## config.mk

```make
export PLATFORM = sky130hd
export DESIGN_NAME = serial_fetch_port
export DESIGN_NICKNAME = d
export VERILOG_FILES = /design/src/rtl/serial_fetch_port.sv
export SDC_FILE = /design/constraint.sdc
export NUM_CORES = 1
export LEC_CHECK = 0
export ABC_AREA = 1
export BUFFER_PORTS_ARGS = -buffer_cell sky130_fd_sc_hd__buf_4
export CAP_MARGIN = 30
export CORE_UTILIZATION = 56
export DETAILED_ROUTE_END_ITERATION = 7
export MAX_ROUTING_LAYER = met4
export PLACE_DENSITY = 0.82
export SYNTH_ARGS = -nofsm -noshare
export SYNTH_HDL_FRONTEND = slang
export SYNTH_SLANG_ARGS = --single-unit
```

## constraint.sdc

```tcl
create_clock -name clock -period 2 [get_ports clock]
set_input_delay 0.2 -clock clock [delete_from_list [all_inputs] [get_ports clock]]
set_output_delay 0.2 -clock clock [all_outputs]
set_load 0.02 [all_outputs]
```

## src/rtl/serial_fetch_port.sv

```systemverilog
// Bit-serial fetch engine: shifts an address out MSB-first,
// then shifts the returned word in MSB-first and pulses valid.
module serial_fetch_port #(
  parameter int ADDR_WIDTH = 8,
  parameter int DATA_WIDTH = 32
) (
  input  logic                  clock,
  input  logic                  reset,
  input  logic                  start,
  input  logic [ADDR_WIDTH-1:0] addr,
  input  logic                  flush,
  input  logic                  data_in,
  output logic                  addr_stream,
  output logic                  busy,
  output logic                  data_valid,
  output logic [DATA_WIDTH-1:0] data_out,
  output logic [1:0]            phase
);

  localparam int MAXW = (ADDR_WIDTH > DATA_WIDTH) ?
                        ADDR_WIDTH : DATA_WIDTH;
  localparam int CW = $clog2(MAXW + 1);
  localparam logic [CW-1:0] A_LAST = CW'(ADDR_WIDTH - 1);
  localparam logic [CW-1:0] D_LAST = CW'(DATA_WIDTH - 1);

  typedef enum logic [1:0] {
    IDLE = 2'd0,
    SEND = 2'd1,
    RECV = 2'd2,
    DONE = 2'd3
  } state_e;

  state_e                state_q, state_d;
  logic [CW-1:0]         cnt_q, cnt_d;
  logic [ADDR_WIDTH-1:0] ash_q, ash_d;
  logic [DATA_WIDTH-1:0] rx_q, rx_d;
  logic [DATA_WIDTH-1:0] dout_q, dout_d;
  logic [DATA_WIDTH:0]   rx_cat;
  logic [DATA_WIDTH-1:0] rx_next;

  // New bit enters at the LSB so the first bit ends up as the MSB.
  assign rx_cat  = {rx_q, data_in};
  assign rx_next = rx_cat[DATA_WIDTH-1:0];

  // State, counter and shift registers; reset clears everything.
  always_ff @(posedge clock or negedge reset) begin
    if (!reset) begin
      state_q <= IDLE;
      cnt_q   <= '0;
      ash_q   <= '0;
      rx_q    <= '0;
      dout_q  <= '0;
    end else begin
      state_q <= state_d;
      cnt_q   <= cnt_d;
      ash_q   <= ash_d;
      rx_q    <= rx_d;
      dout_q  <= dout_d;
    end
  end

  // Next-state and datapath; flush overrides everything, start included.
  always_comb begin
    state_d = state_q;
    cnt_d   = cnt_q;
    ash_d   = ash_q;
    rx_d    = rx_q;
    dout_d  = dout_q;
    if (flush) begin
      state_d = IDLE;
      cnt_d   = '0;
      ash_d   = '0;
      rx_d    = '0;
    end else begin
      unique case (state_q)
        IDLE: begin
          if (start) begin
            state_d = SEND;
            ash_d   = addr;
            cnt_d   = '0;
            rx_d    = '0;
          end
        end
        SEND: begin
          ash_d = ash_q << 1;
          if (cnt_q == A_LAST) begin
            state_d = RECV;
            cnt_d   = '0;
          end else begin
            cnt_d = cnt_q + CW'(1);
          end
        end
        RECV: begin
          rx_d = rx_next;
          if (cnt_q == D_LAST) begin
            state_d = DONE;
            cnt_d   = '0;
            dout_d  = rx_next;
          end else begin
            cnt_d = cnt_q + CW'(1);
          end
        end
        DONE: begin
          state_d = IDLE;
        end
      endcase
    end
  end

  assign addr_stream = (state_q == SEND) & ash_q[ADDR_WIDTH-1];
  assign busy        = (state_q != IDLE);
  assign data_valid  = (state_q == DONE);
  assign data_out    = dout_q;
  assign phase       = state_q;

endmodule

```

=== Yosys cells after proc, flatten, opt, wreduce, memory -nomap -nowiden ===
Cells that the tools add are included.

* Shift-type cells: 0
* Div/mod/pow operators: 0
* Equality and inequality tests: 8
* Reduce and logical (&&, ||, !) cells: 10
* Bitwise operators: 2
* Multipliers: 0
* $lt $le $gt $ge: 0
* Muxes and demuxes: 16
* Add/subtract/negate cells: 1

{| class="wikitable"
|+ Operators by type and width
! kind !! number
|-
| $mux W31 || 2
|-
| $pmux W31 S2 || 1
|-
| $mux W6 || 4
|-
| $pmux W6 S3 || 1
|-
| $mux W8 || 2
|-
| $pmux W8 S2 || 1
|-
| $ne A3 B3 Y1 const B || 3
|-
| $mux W2 || 4
|-
| $pmux W2 S4 || 1
|-
| $add A6 B1 Y6 const B || 1
|-
| $eq A6 B3 Y1 const B || 1
|-
| $eq A6 B5 Y1 const B || 1
|-
| $reduce_and A2 Y1 || 3
|-
| $reduce_and A3 Y1 || 2
|-
| $reduce_bool A3 Y1 || 2
|-
| $eq A2 B2 Y1 const B || 2
|-
| $reduce_bool A4 Y1 || 1
|-
| $eq A2 B1 Y1 const B || 1
|-
| $logic_not A2 Y1 || 1
|-
| $reduce_bool A2 Y1 || 1
|-
| $and A1 B1 Y1 || 1
|-
| $not A1 Y1 || 1
|}

* Memories: 0
* Logic and storage cells: 42
* Memory bits (writable): 0
* Register bits: 79
* Bits of input ports: 13
* Latch bits: 0
* Memory bits (read-only): 0
* Output and inout bits: 37

=== Longest topological paths before layout ===
Gate-level depths: netlist (run 1).

* Depth in word-level cells: 4
* Depth in mapped cells: 9
* Depth with buffers taken out: 9

=== Least setup slack after synthesis (run 1) ===
Ideal clock, no wire load.

* Kind: reg2reg
* Start: register state_q[0], in the netlist phase[0]
* End: register rx_q[11]
* Library setup time: 0.130 ns
* Buffers on the path: 1
* Stages on the path, launching flop included: 8
* Required time: 1.870 ns
* Arrival: 1.601 ns
* Setup slack: 0.269 ns
* Cells stage by stage: dfrtp_1 inv_1 ha_1 inv_2 nor2_2 o21ai_4 clkbuf_1 o21ai_0

* Cells in the longest elaborated chain, start to end: 3

{| class="wikitable"
|+ Ends and longest elaborated chain
! element !! line !! RTL
|-
| start, declared || 33 || <nowiki>state_e state_q, state_d;</nowiki>
|-
| start signal, assigned || 54 || <nowiki>state_q <= state_d;</nowiki>
|-
| $eq A2 B2 Y1 or $logic_not A2 Y1 (tied branches) || 75 || <nowiki>unique case (state_q)</nowiki>
|-
| $pmux W31 S2, or another cell as far along || 75 ||
|-
| $mux W31 or $reduce_and A2 Y1 (tied branches) || - ||
|-
| end signal, assigned || 57 || <nowiki>rx_q <= rx_d;</nowiki>
|-
| end, declared || 36 || <nowiki>logic [DATA_WIDTH-1:0] rx_q, rx_d;</nowiki>
|}

Several ways; a longest one is shown, not always the timed one.
A chain may end at the register's enable or synchronous reset.

=== Worst setup path after layout (run 1) ===
* Start: register state_q[0], in the netlist phase[0]
* End: register rx_q[9]

The elaborated chain is that of the path after synthesis.

==> results of run 1 <==
[worst paths after layout]
check	startpoint	end	slack (ps)	depth (start not counted)
min reg2reg	ash_q[3]	ash_q[3]	490	2
max in group asynchronous	reset	data_out[23]	930	3
min in group asynchronous	reset	data_out[7]	400	2
max reg2reg	phase[0]	rx_q[9]	290	8
min	data_in	rx_q[0]	130	3
max	phase[0]	rx_q[9]	290	8
[registers in the layout, indices dropped and copies added, names as in the netlist]
signal	count
rx_q	31
data_out	32
phase	2
ash_q	8
cnt_q	6
[what timing repair did]
item | in CTS | in global routing
hold buffers | 1 | 0
setup buffers | 0 | 0
gates resized for setup | 0 | 0
hold endpoints to repair | 47 | 0
[kinds of logic after synthesis]
kind of cell	after synthesis	share of synthesized area [%]
simple gates	129	17.02
flops	79	56.96
compound gates	87	15.00
buf+inv	69	9.228
fa+ha+maj	5	1.802
[cells in the final DEF, fill, tap and decap left out, types with 2 or more instances in the layout]
master / netlist / final
buf_12: 0 / 2
nand4_1: 2 / 2
o21ai_1: 23 / 23
inv_1: 48 / 48
nand3_2: 2 / 2
clkbuf_8: 0 / 9
o31ai_1: 6 / 6
inv_2: 3 / 3
nand3_1: 41 / 41
ha_1: 5 / 5
inv_6: 0 / 2
dfrtp_1: 79 / 79
nor2_4: 2 / 2
buf_4: 0 / 53
nand2_1: 65 / 65
nor2_1: 13 / 13
clkinvlp_4: 0 / 3
a21oi_1: 3 / 3
o21ai_2: 13 / 13
o21ai_0: 39 / 39
[per-layer routing]
metal  part of all wire [%]  track usage (%)  up-vias
met1                     47            29.17     1221
met4                    1.7            9.107        0
met3                    4.2            5.682        9
met2                     47            34.75       53
met5                      0                -        -
li1                       -                -     1302
[cell type report]
type                    count  area [sq um]  share of cell area [%]
well taps                  75         93.84                   2.296
repair buffers             56         447.9                   10.96
clock buffers               9         123.9                   3.031
clock inverters             7         78.83                   1.929
inverters                  51         191.4                   4.685
flip-flops and latches     79          1977                   48.38
multi-input cells         221          1174                   28.72
[critical path, delay by kind of cell (launching register included)]
kind,cells,cell delay [ps]
AND/OR/NAND/NOR,2,180
buffers and inverters,3,470
adder cells (fa/ha/maj),1,240
AO/OA/AOI/OAI,2,230
flip-flops,1,480
[Yosys cell counts]
cell type and count:
o21ai_1 23, o21ai_0 39, nand2_1 65, o21ai_4 1, inv_2 3, nor2_1 13
o21bai_1 1, nand4_1 2, nand3_2 2, nor2_4 2, buf_1 3, nand3b_1 1
o21ai_2 13, nand3_4 1, nand3_1 41, ha_1 5, buf_2 5, o31ai_2 1
nor2_2 1, o31ai_1 6, clkbuf_1 1, inv_1 48, dfrtp_1 79, a21oi_1 3
nand2_2 1, clkbuf_2 2, buf_6 7
[metrics by stage]
| stage | cell area, sq um | utilization, % | setup WS [ps] | hold WS (ps) | instances |
|---|---|---|---|---|---|
| after floorplan | 3471 | - | 269.5 | -95.59 | 369 |
| after global placement | 3874 | 65.04 | 388.7 | 249.3 | 481 |
| after detailed placement | 3874 | 65.04 | 304.3 | 252.1 | 481 |
| after CTS | 4086 | 68.61 | 267.1 | 108.1 | 498 |
| after global routing | 4086 | 68.61 | 128.6 | 120.7 | 498 |
| final | 4086 | 68.61 | 291.4 | 126.0 | 498 |
[power groups by stage]
stage | Clock [mW] | Sequential (mW) | Combinational (mW)
6_report | 1.21 | 1.76 | 0.995
5_1_grt | 1.29 | 1.77 | 1.12
4_1_cts | 1.23 | 1.76 | 1.00
3_5_place_dp | 0 | 1.79 | 1.00
3_3_place_gp | 0 | 1.79 | 0.970
2_1_floorplan | 0 | 1.80 | 0.708
==> summary.txt, run 1 <==
Outcome
  • Result of the run: finished, final reports clean

Routing
  • Starting DRT DRC Count: 128
  • Via density: 5.191
  • Via count: 2585
  • Routed length per instance: 12.78 microns
  • First-pass DRT Iterations: 5
  • Routed Antenna Nets: 0
  • Drt drc: 0
  • DRT Wirelength: 6364 microns

Finish
  • Fillers: 476
  • P&R area growth vs syn: 17.74%
  • Ant diodes: 0
  • NumNets Final: 436
  • Share of layout cells above drive strength 1: 22.70%

Floorplanning
  • Core ar.: 0.005956 sq mm
  • IO Count: 50
  • # rows: 28
  • Die width: 80.73 microns
  • Die H: 80.73 microns
  • Initial Util: 58.28%
  • Die footprint: 0.006517 sq mm

Worst setup path
  • Worst Path Required: 2260 ps
  • CP Class: reg2reg
  • CP max stage cell: dfrtp_1
  • Worst endpoint data arrival time: 1970 ps
  • Worst-path maximum fanout: 62
  • Worst setup SP type: flop
  • Crit. End Element: flop
  • CP Cell Sequence: inv_1 > ha_1 > inv_2 > nor2_2 > o21ai_4 > buf_12 > nand3_1 > o21ai_0
  • CP peak stage delay: 480 ps

Clocking
  • Clk root buf: clkbuf_8
  • Clock slew at reported path FFs: 80 ps
  • H-tree depth: 3
  • Clock tree from TritonCTS: built
  • Clock sink count: 79
  • CTS Buf Count: 9
  • CTS max path bufs: 2
  • Clk_lat worst skew: 350 ps

Power and ir drop
  • Pint: 2.599 mW
  • Pwr dens: 970.4 mW/mm^2
  • Power share of the combinational group: 25.1%
  • VDD IR max: 0.0007187 V
  • Pleak: 1.898 nW
  • Overall Power: 3.965 mW
  • Clk pwr share: 30.4%
  • Switching share of power: 34.45%
  • Sw Pwr: 1.366 mW
  • Flop pwr share: 44.5%

Place
  • PortBufs: 49
  • Placer Congestion: 0.9639
  • Post-DP HPWL: 4246 microns

GRT
  • Total track usage: 22.76%
  • Vias in the first global route: 2322
  • GRT overflow: 0
  • First-pass GRT wire length: 10630 microns
  • Largest net degree at the start of global routing: 65
  • Number of antenna violations at the first check in global routing: 0

Synth
  • Sequential fraction of the synthesis area: 56.96%
  • Yosys cell types: 27
  • Cell area after synthesis: 0.003471 sq mm
  • Synthesized area per cell: 9.406 sq um
  • YS warnings: 0
  • Net Count, Synth: 387
  • Register bit total from synthesis: 79
  • Syn Inst Count: 369
  • Yosys top cell by area: dfrtp_1
  • Top post-synthesis cells by area: dfrtp_1 57%, nand2_1 7.0%, nand3_1 5.9%, o21ai_0 5.6%, inv_1 5.2%
  • Post-synth top area share: 56.96%

Timing
  • Slew @ Worst Pin: 602.1 ps
  • Clock Skews: 9.495 ps
  • Slew headroom: 59.86%
  • Fmax achieved: 585.3 MHz
  • Setup violators final: 0
  • RSZ-0062 raised after global routing: no
  • Tmin final: 1709 ps
  • Final slew viol count: 0
  • Final Hold Fails: 0
  • Total negative setup slack: 0 ps
  • Final period utilization: 85.43%

Hold path
  • Min-delay worst type: in2reg

Flow run
  • Max-cap violations: 0
No activity file was read; power rests on OpenSTA's default activity.
==> run 2, diff against run 1 <==
--- a/config.mk
+++ b/config.mk
@@ -12,6 +12,7 @@
 export DETAILED_ROUTE_END_ITERATION = 7
 export MAX_ROUTING_LAYER = met4
 export PLACE_DENSITY = 0.82
+export REMOVE_ABC_BUFFERS = 1
 export SYNTH_ARGS = -nofsm -noshare
 export SYNTH_HDL_FRONTEND = slang
 export SYNTH_SLANG_ARGS = --single-unit
==> run 2 against run 1 <==
Final cell count shrank 0.20%. Non-clock buffer count decreased by 1. First-iteration DRC count shrank 0.78%. Worst hold slack gained 2.9 ps. Largest power group unchanged. Power shrank 4.0%. Global-route usage is 0.54 points lower.
==> summary.txt, run 2 (synthesized netlist as in run 1, its figures left out) <==
Outcome
  • Result of the run: finished, final reports clean

Place
  • Placer Congestion: 0.8797 (-8.7%)
  • Dpl ws: 303.9 ps (-0.3930 ps)
  • Post-DP Area: 0.003879 sq mm (+0.13%)
  • PortBufs: 49 (unchanged)
  • Post-DP HPWL: 4238 microns (-0.18%)

Clocking
  • CTS Buf Count: 9 (unchanged)
  • Clock tree from TritonCTS: built
  • Clk root buf: clkbuf_8
  • H-tree depth: 3 (unchanged)
  • Clock sink count: 79 (unchanged)
  • CTS resizes: 0 (unchanged)
  • Clk_lat worst skew: 340 ps (about the same)
  • Clock slew at reported path FFs: 80 ps (about the same)
  • CTS max path bufs: 2 (unchanged)

Worst setup path
  • Worst r2r src: phase[0]
  • Worst-path maximum fanout: 62 (unchanged)
  • Worst Path Required: 2240 ps (-20 ps)
  • RR Endpoint: rx_q[7]
  • CP peak stage delay: 500 ps (+20 ps)
  • Worst endpoint data arrival time: 2020 ps (+50 ps)
  • CP top delay family: flip-flops
  • Worst Setup SP: phase[0]
  • Buffer and inverter count on the worst path: 3 (unchanged)
  • CP Class: reg2reg
  • CP max stage cell: dfrtp_1
  • R2r setup slk: 220 ps (-70 ps)
  • Crit. End Element: flop
  • Register-to-Register Path Depth: 8 (unchanged)
  • Worst setup SP type: flop
  • CP Cell Sequence: inv_1 > ha_1 > inv_2 > nor2_2 > o21ai_4 > buf_12 > nand3_1 > o21ai_0

Timing
  • Final slew viol count: 0 (unchanged)
  • Setup violators final: 0 (unchanged)
  • Slew headroom: 73.82% (+14 points)
  • Clock Skews: 6.510 ps (-2.985 ps)
  • Final period utilization: 88.81% (+3.4 points)
  • Tmin final: 1776 ps (+67.68 ps)
  • RSZ-0062 raised after global routing: no
  • Final Hold Fails: 0 (unchanged)
  • Final WS setup: 223.8 ps (-67.68 ps)
  • Fmax achieved: 563.0 MHz (-3.8%)
  • Slew @ Worst Pin: 392.7 ps (-209.4 ps)

Routing
  • Routed Antenna Nets: 0 (unchanged)
  • DRT Wirelength: 6268 microns (-1.5%)
  • Starting DRT DRC Count: 127 (-0.78%)
  • First-pass DRT Iterations: 4 (-1)
  • Via count: 2569 (-0.62%)
  • Drt drc: 0 (unchanged)
  • Via density: 5.169 (-0.42%)
  • Routed length per instance: 12.61 microns (-1.3%)

Power and ir drop
  • VDD IR max: 0.0005185 V (-28%)
  • Pleak: 1.892 nW (-0.30%)
  • Pwr dens: 936.8 mW/mm^2 (-3.5%)
  • Overall Power: 3.807 mW (-4.0%)

Hold path
  • Worst hold path depth: 3 (unchanged)
  • Worst Hold Launch: data_in
  • Min-delay worst type: in2reg
  • Hold Path Sink: rx_q[0]

GRT
  • Vias in the first global route: 2453 (+5.6%)
  • First-pass GRT wire length: 10650 microns (+0.20%)
  • Largest net degree at the start of global routing: 65 (unchanged)
  • GRT overflow: 0 (unchanged)
  • Number of antenna violations at the first check in global routing: 0 (unchanged)
  • Total track usage: 22.22% (-0.54 points)

Floorplanning
  • Die footprint: 0.006517 sq mm (unchanged)
  • Initial Util: 58.28% (unchanged)
  • IO Count: 50 (unchanged)
  • Die width: 80.73 microns (unchanged)
  • Core ar.: 0.005956 sq mm (unchanged)
  • # rows: 28 (unchanged)
  • Die H: 80.73 microns (unchanged)

Flow run
  • Max-cap violations: 0 (unchanged)

Finish
  • NumNets Final: 435 (-0.23%)
  • Ant diodes: 0 (unchanged)
  • Commonest non-fill, non-tap cell in the layout: dfrtp_1
  • Max reg flops: 32 (unchanged)
  • P&R area growth vs syn: 17.09%
  • Final Cell Area: 0.004064 sq mm (-0.55%)
  • Share of layout cells above drive strength 1: 22.04% (-0.66 points)
  • Most frequent cells in the layout: 79 x dfrtp_1, 65 x nand2_1, 51 x buf_4
==> run 2: cell types whose count changed in the layout (fill, tap and decap cells not counted), sizes merged <==
cell	change
buf	-1
bufinv	-1
clkbuf	+3
clkinv	+1
clkinvlp	-2
inv	-1
==> run 2: tightest hold or removal path, cell delays in order <==
cell	delay, ps
buf_4	90
nand3_1	60
o21ai_0	80
==> run 2: layout make-up <==
class	instances	area, sq um
clock inverter	4	30.03
inverter	51	191.4
timing repair buffer	55	452.9
fill	482	1892
tap	75	93.84
multi-input combinational	221	1174
clock buffer	12	145.1
sequential	79	1977
==> run 2: report_power, final <==
group / switching [mW] / internal, mW / leakage [nW]
combinational: 0.670 / 0.324 / 0.711
clock: 0.554 / 0.490 / 0.0870
sequential: 0.0796 / 1.69 / 1.09
total: 1.30 / 2.50 / 1.89
==> run 2: stage by stage <==
step	hold slack (ps)	setup TNS [ps]	utilization [%]	cells
after floorplan	-95.59	-9376	-	351
after global placement	152.1	0	65.13	480
after detailed placement	156.2	0	65.13	480
after CTS	121.0	0	68.24	497
after global routing	142.2	0	68.24	497
final	128.9	0	68.24	497
==> run 2: repair_timing <==
| action | in CTS | in global routing |
|---|---|---|
| setup buffers | 0 | 0 |
| hold endpoints to repair | 28 | 0 |
| hold buffers | 1 | 0 |
==> run 2: worst max path at each step <==
stage                   to  slack, ps  cells after the start
2_1_floorplan  data_out[0]       -210                      7
3_3_place_gp      rx_q[18]        380                      8
3_5_place_dp      rx_q[27]        300                      8
4_1_cts            rx_q[7]        230                      8
5_1_grt            rx_q[7]        110                      8
6_report           rx_q[7]        220                      8
==> run 2: metal layers <==
layer  vias to the layer above  share of wire (%)  GRT usage (%)
li1                       1302                  -              -
met1                      1208                 46          27.17
met2                        50                 49          35.76
met3                         9                2.8          3.523
met4                         0                2.2          11.25
met5                         -                  0              -
==> run 3, diff against run 2 <==
==> constraint.sdc (replaced) <==
create_clock -name clock -period 1.65 [get_ports clock]
set_input_delay 0.165 -clock clock [delete_from_list [all_inputs] [get_ports clock]]
set_output_delay 0.165 -clock clock [all_outputs]
set_load 0.02 [all_outputs]
==> run 3 against run 2 <==
Maximum frequency rose by 10%. First-iteration DRC count rose by 46%. Clock power rose by 37%. Non-clock buffer count rose by 12. Clock skew rose by 5.9 ps. Die area did not move.
==> summary.txt, run 3 (synthesized netlist as in run 1, its figures left out) <==
Worst setup path
  • CP Class: reg2reg
  • Worst endpoint data arrival time: 1840 ps (-180 ps)
  • R2r setup slk: 30 ps (-190 ps)
  • Worst Setup SP: phase[0]
  • Worst Path Required: 1880 ps (-360 ps)
  • Worst r2r src: phase[0]
  • Worst setup SP type: flop
  • Crit. End Element: flop
  • RR Endpoint: rx_q[7]
  • Worst-path maximum fanout: 16 (-74%)
  • Register-to-Register Path Depth: 9 (+1)

Routing
  • Via density: 5.405 (+4.6%)
  • Routed length per instance: 14.43 microns (+14%)
  • DRT Wirelength: 7344 microns (+17%)
  • Via count: 2751 (+7.1%)
  • Routed Antenna Nets: 0 (unchanged)
  • Starting DRT DRC Count: 185 (+46%)
  • Drt drc: 0 (unchanged)
  • First-pass DRT Iterations: 4 (unchanged)

Clocking
  • H-tree depth: 3 (unchanged)
  • Clock slew at reported path FFs: 80 ps (about the same)
  • Clock tree from TritonCTS: built
  • Clk_lat worst skew: 350 ps (about the same)
  • CTS Buf Count: 9 (unchanged)
  • CTS max path bufs: 2 (unchanged)
  • Clk root buf: clkbuf_8
  • Clock sink count: 79 (unchanged)

Timing
  • Tmin final: 1615 ps (-160.8 ps)
  • Final slew viol count: 0 (unchanged)
  • Clock Skews: 12.41 ps (+5.901 ps)
  • Final Hold Fails: 0 (unchanged)
  • Slew headroom: 73.81% (about the same)
  • Fmax achieved: 619.0 MHz (+10%)
  • Hold slack: 70.37 ps (-58.49 ps)
  • Final period utilization: 97.90% (+9.1 points)
  • Slew @ Worst Pin: 392.8 ps (+0.08833 ps)
  • Setup violators final: 0 (unchanged)

Power and ir drop
  • Pwr dens: 1211 mW/mm^2 (+29%)
  • Switching share of power: 33.98% (-0.27 points)
  • Flop pwr share: 41.0% (-5.5 points)
  • Pleak: 1.996 nW (+5.5%)
  • Pint: 3.427 mW (+37%)
  • Power share of the combinational group: 31.7% (+5.6 points)
  • VDD IR max: 0.0007604 V (+47%)
  • Clk pwr share: 27.4% (about the same)
  • Sw Pwr: 1.764 mW (+35%)

GRT
  • Largest net degree at the start of global routing: 51 (-22%)
  • Number of antenna violations at the first check in global routing: 0 (unchanged)
  • First-pass GRT wire length: 11070 microns (+4.0%)
  • Total track usage: 23.32% (+1.1 points)
  • GRT overflow: 0 (unchanged)
  • Vias in the first global route: 2421 (-1.3%)

Hold path
  • Worst Hold Launch: data_in
  • Worst hold path depth: 3 (unchanged)
  • Min-delay worst type: in2reg
  • Hold Path Sink: rx_q[0]

Place
  • Placed cells: 484 (+0.83%)
  • Placer Congestion: 0.9213 (+4.7%)
  • PortBufs: 49 (unchanged)
  • Post-DP HPWL: 4538 microns (+7.1%)

Floorplanning
  • Die H: 80.73 microns (unchanged)
  • Initial Util: 58.28% (unchanged)
  • Die footprint: 0.006517 sq mm (unchanged)
  • IO Count: 50 (unchanged)
  • # rows: 28 (unchanged)
  • Die width: 80.73 microns (unchanged)
  • Core ar.: 0.005956 sq mm (unchanged)

Finish
  • Fillers: 439 (-8.9%)
  • P&R area growth vs syn: 23.47%
  • Most frequent cells in the layout: 79 x dfrtp_1, 65 x nand2_1, 56 x buf_4
  • Max reg flops: 32 (unchanged)
  • Ant diodes: 0 (unchanged)
  • Post-Layout Cell Count: 509 (+2.4%)
  • NumNets Final: 447 (+2.8%)
  • Share of layout cells above drive strength 1: 25.58% (+3.5 points)
  • Commonest non-fill, non-tap cell in the layout: dfrtp_1

Flow run
  • Max-cap violations: 0 (unchanged)

Outcome
  • Result of the run: finished, final reports clean
-- run 3: changes by cell type in the layout (fill, tap and decap cells not counted), sizes merged --
cell	previous run	this run
clkinv	2	0
clkinvlp	1	2
clkbuf	12	15
buf	54	64
-- run 3: metrics by stage --
stage	setup slack, ps	utilization, %	instance area (sq um)	total power, mW	TNS, ps
after floorplan	-561.8	-	3342	2.968	-31430
after global placement	151.7	66.05	3934	3.422	0
after detailed placement	75.72	66.05	3934	3.469	0
after CTS	12.65	69.83	4159	4.902	0
after global routing	-38.08	71.95	4285	5.432	-302.7
final	34.60	71.95	4285	5.191	0
-- run 3: how the worst max path moves through the flow --
stage	to	slack (ps)
6_report	rx_q[7]	30
5_1_grt	ash_q[1]	-40
4_1_cts	addr_stream	10
3_5_place_dp	data_out[21]	80
3_3_place_gp	data_out[23]	150
2_1_floorplan	data_out[0]	-560
-- run 3: routing by layer --
metal / part of all wire [%] / vias to the layer above / GRT usage, %
li1: - / 1331 / -
met1: 43 / 1318 / 30.34
met3: 4.5 / 23 / 4.432
met5: 0 / - / -
met4: 3.3 / 0 / 11.79
met2: 49 / 79 / 35.00
-- run 3: layout make-up --
class	instances	area [sq um]	share of cell area (%)
clock inverter	3	23.77	0.5547
clock buffer	13	178.9	4.175
sequential	79	1977	46.13
timing repair buffer	67	623.1	14.54
inverter	51	191.4	4.467
multi-input combinational	221	1197	27.94
tap	75	93.84	2.190
-- run 3: power groups by stage --
stage               logic, mW  registers (mW)  clock network [mW]
finish                   1.65            2.13                1.42
global route             1.79            2.14                1.51
CTS                      1.35            2.12                1.43
detailed placement       1.31            2.16                   0
global placement         1.27            2.15                   0
floorplan               0.781            2.19                   0
-- run 3: critical path, stage by stage, from the launching register on --
cell,delay [ps]
dfrtp_1,400
inv_1,120
ha_2,200
inv_2,70
nor2_4,150
o21ai_4,80
buf_12,160
buf_12,140
nand3_1,70
o21ai_0,90
-- run 3: what timing repair did --
item | 4_1_cts | 5_1_grt
setup endpoints to repair | 1 | 56
setup buffers | 0 | 6
hold endpoints to repair | 29 | 0
gates cloned | 0 | 2
pin swaps | 0 | 3
hold buffers | 1 | 0
resized for setup | 2 | 12
